`src/rtl/chia_xung.sv`:
```
// chia_xung: integer clock divider.
// clko has a period of exactly DIV clki cycles. Its first rising edge falls on
// the DIV-th clki rising edge after reset release.
// Optional macro CHIA_XUNG_ODD50_EN: for odd DIV >= 3, a falling-edge register
// stretches the high phase by half a clki cycle, which gives exact 50% duty.
module chia_xung #(
  parameter int DIV = 10
) (
  input  logic clki,
  input  logic rst,
  output logic clko
);

  localparam int CW = (DIV > 1) ? $clog2(DIV) : 1;

`ifdef CHIA_XUNG_ODD50_EN
  localparam bit ODD50 = (DIV >= 3) && ((DIV % 2) == 1);
`else
  localparam bit ODD50 = 1'b0;
`endif

  // High time in clki cycles, as seen by the rising-edge register alone
  localparam int HI = ODD50 ? (DIV - 1) / 2 : (DIV + 1) / 2;

  generate
    if (DIV < 1 || DIV > 65535) begin : g_bad_div
      $error("chia_xung: DIV must be in 1..65535");
    end

    if (DIV == 1) begin : g_bypass
      // Divide-by-one is a gated pass-through; reset holds the output low
      assign clko = clki & ~rst;
    end else begin : g_div
      localparam logic [CW-1:0] LAST  = CW'(DIV - 1);
      localparam logic [CW-1:0] HI_M1 = CW'(HI - 1);

      logic [CW-1:0] cnt;
      logic          clko_r;

      // Cycle counter, wraps after DIV-1
      always_ff @(posedge clki or posedge rst) begin
        if (rst) begin
          cnt <= '0;
        end else if (cnt == LAST) begin
          cnt <= '0;
        end else begin
          cnt <= cnt + CW'(1);
        end
      end

      // Output register: set on wrap, cleared once HI cycles have elapsed
      always_ff @(posedge clki or posedge rst) begin
        if (rst) begin
          clko_r <= 1'b0;
        end else if (cnt == LAST) begin
          clko_r <= 1'b1;
        end else if (cnt == HI_M1) begin
          clko_r <= 1'b0;
        end
      end

`ifdef CHIA_XUNG_ODD50_EN
      if (ODD50) begin : g_odd50
        logic clko_n;

        // Half-cycle extension: delays the fall to the next clki falling edge
        always_ff @(negedge clki or posedge rst) begin
          if (rst) begin
            clko_n <= 1'b0;
          end else begin
            clko_n <= clko_r;
          end
        end

        assign clko = clko_r | clko_n;
      end else begin : g_plain
        assign clko = clko_r;
      end
`else
      assign clko = clko_r;
`endif
    end
  endgenerate

endmodule

```
`config.mk`:
```
export PLATFORM = sky130hd
export DESIGN_NAME = chia_xung
export DESIGN_NICKNAME = d
export VERILOG_FILES = /design/src/rtl/chia_xung.sv
export SDC_FILE = /design/constraint.sdc
export NUM_CORES = 1
export LEC_CHECK = 0
export CORE_AREA = 2 2 39 41
export DETAILED_ROUTE_END_ITERATION = 8
export DIE_AREA = 0 0 41 43
export GPL_ROUTABILITY_DRIVEN = 1
export PLACE_DENSITY = 0.4
export SLEW_MARGIN = 40
export SYNTH_ARGS = -nofsm -noshare
export SYNTH_HDL_FRONTEND = slang
export SYNTH_SLANG_ARGS = --single-unit
```
`constraint.sdc`:
```
create_clock -name clki -period 1.4 [get_ports clki]
set_input_delay 0.14 -clock clki [delete_from_list [all_inputs] [get_ports clki]]
set_output_delay 0.14 -clock clki [all_outputs]
set_load 0.02 [all_outputs]
```
After elaboration in Yosys (flattened, before gate mapping)
Cells that the tools add are included.
- $add $sub $neg: 1
- multiply operators: 0
- div/mod/pow operators: 0
- magnitude comparators: 0
- equality and inequality tests: 2
- shift operators: 0
- muxes and demuxes: 3
- bitwise gates (word level): 0
- reductions and logical operators: 1
- operator list (operator ; count):
    $add A4 B1 Y4 const B ; 1
    $eq A4 B3 Y1 const B ; 1
    $eq A4 B4 Y1 const B ; 1
    $mux W4 ; 1
    $mux W1 ; 2
    $reduce_bool A2 Y1 ; 1
- register bits after elaboration: 5
- bits in latches: 0
- bits in writable memories: 0
- memory bits (read-only): 0
- input port bits: 2
- output and inout bits: 1
- memories kept: 0

Longest topological paths before layout
- depth after elaboration: 3
- gate-level depth with buffers: 3
- mapped depth without buffers: 3

Least setup slack after synthesis
OpenSTA, ideal clock, no wires.
- path kind: flip-flop to flip-flop
- from: register g_div.cnt[3]
- to: register g_div.cnt[3]
- setup time: 0.126 ns
- data arrival time: 0.848 ns
- path slack: 0.426 ns
- cell stages (with the launch flop): 3
- period minus slack after synthesis: 0.974 ns
- path through: dfrtp_1 -> nor2b_1 -> a221o_1
- word-level cells in the longest chain between the ends: 2
- elaborated cells between the ends (all ways): 3
- those cells by class: add/sub: 1; eq/ne: 1; mux: 1
- RTL lines (what ; RTL line ; RTL):
    start: declaration ; 37 ; logic [CW-1:0] cnt;
    start signal: assignment ; 47 ; cnt <= cnt + CW'(1);
    $add A4 B1 Y4 or $eq A4 B4 Y1 (tied branches) ; 47, 44 ;
    $mux W4 (*) ; 44 ; end else if (cnt == LAST) begin
Mark *: on every way between the ends. The rest lies on a longest branch, timed or not.
A chain may end at the register's enable or synchronous reset.

Final worst setup path
- from: register g_div.clko_r, in the netlist clko
- to: output port clko
- RTL lines (what ; RTL line ; RTL):
    start: declaration ; 38 ; logic clko_r;
    start signal: assignment ; 54 ; clko_r <= 1'b0;
    start signal: assignment ; 56 ; clko_r <= 1'b1;
    start signal: assignment ; 58 ; clko_r <= 1'b0;
    end: declaration ; 11 ; output logic clko
No word-level cell between the ends.

==> metrics <==
worst vdd ir=0.000367 V; Multi-input gate area=71.3 um^2; Worst path depth=1; synth unique cells=12; area of the core=1380 um^2; highest-count cells in the layout ignoring fill and taps=5 x dfrtp_1, 3 x nand2_1, 3 x clkbuf_4; #FFs+latches synth=5; Critical Path Start=clko; Worst Setup EP=clko; Crit Path Class=reg -> out; layout cell share with drive strength beyond 1=15.4%; starting density of the core=15.0%; Max Cap Viol=0; clock tree sinks=5; Die X=41 um; Critical path buffers and inverters=1; Internal=255 uW; Setup crit end kind=output pin; gpl congestion=0.643; Seq/Total Area, Yosys=60.2%; Least-Margin Pin Slew=248 ps; CTS hold repair buffers=0; Layout fillers=155; clock latency at the later pin of the worst-skew pair=240 ps; most common cell after layout, fill and taps aside=dfrtp_1; final core occ=19.8%; CP arrival=1170 ps; reg2reg path depth=2; Max Clock Skew=0.280 ps; Sum Neg Setup Slack=0 ps; first-pass iteration count of the detailed router=2; initial antenna violation count=0; Syn. warnings=0; pin count of the biggest net entering global routing=7; CTS clk-pin slew, worst paths=40 ps; Net Switching=58.8 uW; die area=1760 um^2; total gr overflow=0; relative slew slack=83.3%; DRC=0; CP max stage cell=clkdlybuf4s50_1; GRT Util Overall=6.37%; final WL=364 um; Post-CTS Setup Repair Bufs=0; WP data required=1260 ps; number of port buffers=2; fin crit period=1310 ps; FMAX=763 MHz; synthesis-to-layout area growth=31.9%; post-synthesis cell count=20; CTS tree=done; Leak=0.000128 uW; CTS max path bufs=2; CTS Root Cell=clkbuf_4; ANT nets after route=0; R2R Path End=g_div.cnt[3]; RSZ-0062 raised after global routing=no; R2R Path Start=g_div.cnt[3]; mapped cell area=208 um^2; delay-heaviest family, CP=buffers and inverters; via count=163; height of the die=43 um; Final Cycle Share=93.6%; Clk network pwr share=52.0%; sw frac=18.7%; Cell Rows=14; vias in the first global route=176; Register Area=125 um^2; post-CTS resize count=0; outcome=complete, no violations; logic gate share of total power=1.8%; wire per inst=8.67 um; Antenna diodes=0; first-pass GRT wire length=662 um; syn avg cell area=10.4 um^2; Worst setup SP type=flip-flop; pwr/cell area=1150 nW/um^2; Final Hold Violating Endpoints=0; Vias per Instance=3.88; worst-path cell chain=clkdlybuf4s50_1; syn nets=22; Slew Limit Fails=0; Finish-stage setup viols=0; Critical Path Max Stage Delay=600 ps; DRT iter0 DRCs=4; sequential share of power=46.2%; HP Class=in -> async; Nets=29; CTS buffer count=3; R2R setup slack=350 ps; # IOs=3; Max FO, Critical Path=2; H-tree depth=1
[worst reg2reg max path: stages (launching register included)]
cell     delay [ps]
dfrtp_1         410
nor2b_1         160
a221o_1         350
[registers in the layout (all words and copies together), names as in the netlist]
| name | cells |
|---|---|
| clko | 1 |
| g_div.cnt | 4 |
[cells in the mapped netlist]
library cell,n,area [um^2]
inv_1,2,7.51
o21ai_0,2,10.0
a221o_1,1,10.0
nor3_1,1,5.00
inv_2,1,3.75
dfrtp_1,5,125
xnor2_1,1,8.76
nand2b_1,1,6.26
nand2_1,3,11.3
o21ai_1,1,5.00
nor2b_1,1,6.26
o41ai_1,1,8.76
[worst min path at each step]
stage / start / end / slack (ps)
after floorplan: rst / clko / -80
after global placement: rst / g_div.cnt[3] / 370
after detailed placement: rst / g_div.cnt[2] / 370
after CTS: rst / g_div.cnt[0] / 120
after global routing: rst / g_div.cnt[0] / 120
final: rst / g_div.cnt[0] / 110
[logic make-up (layout without fill, tap and decap cells)]
family	Yosys count	count (layout)	synth area share [%]
AOI/OAI and AO/OA	5	5	16.3
xor gates and xnor gates	1	1	4.22
buffers and inverters	3	9	5.42
DFF	5	5	60.2
and+or+nand+nor	6	6	13.9
[power by group through the flow]
stage / Clock [uW] / Sequential [uW] / Combinational [uW]
after floorplan: 0 / 147 / 2.35
after global placement: 0 / 147 / 5.97
after detailed placement: 0 / 147 / 5.99
after CTS: 171 / 145 / 6.08
after global routing: 191 / 145 / 6.50
final: 163 / 145 / 5.75
[metal layers]
metal | GRT usage, % | wire length, um | share of wire (%) | up-vias
met4 | 10.0 | 13 | 3.6 | 0
li1 | - | - | - | 79
met1 | 6.25 | 152 | 42 | 78
met2 | 8.13 | 181 | 50 | 4
met5 | 0 | 0 | 0 | -
met3 | 1.57 | 15 | 4.1 | 2
[final cells by class]
cell class | count | share of cell area [%]
timing repair buffer | 2 | 7.31
tap | 16 | 7.31
inverter | 3 | 4.11
clock buffer | 4 | 9.59
sequential | 5 | 45.7
multi-input combinational | 12 | 26.0
[stage by stage]
step           total power, uW  std cells  hold WS [ps]  area [um^2]  setup WS, ps
3_5_place_dp               153         38           370          248           338
6_report                   314         42           112          274          89.4
3_3_place_gp               153         38           365          248           339
2_1_floorplan              149         20         -81.5          208           426
4_1_cts                    323         42           115          274          73.6
5_1_grt                    342         42           121          274          44.7
No activity file was read; power rests on OpenSTA's default activity.
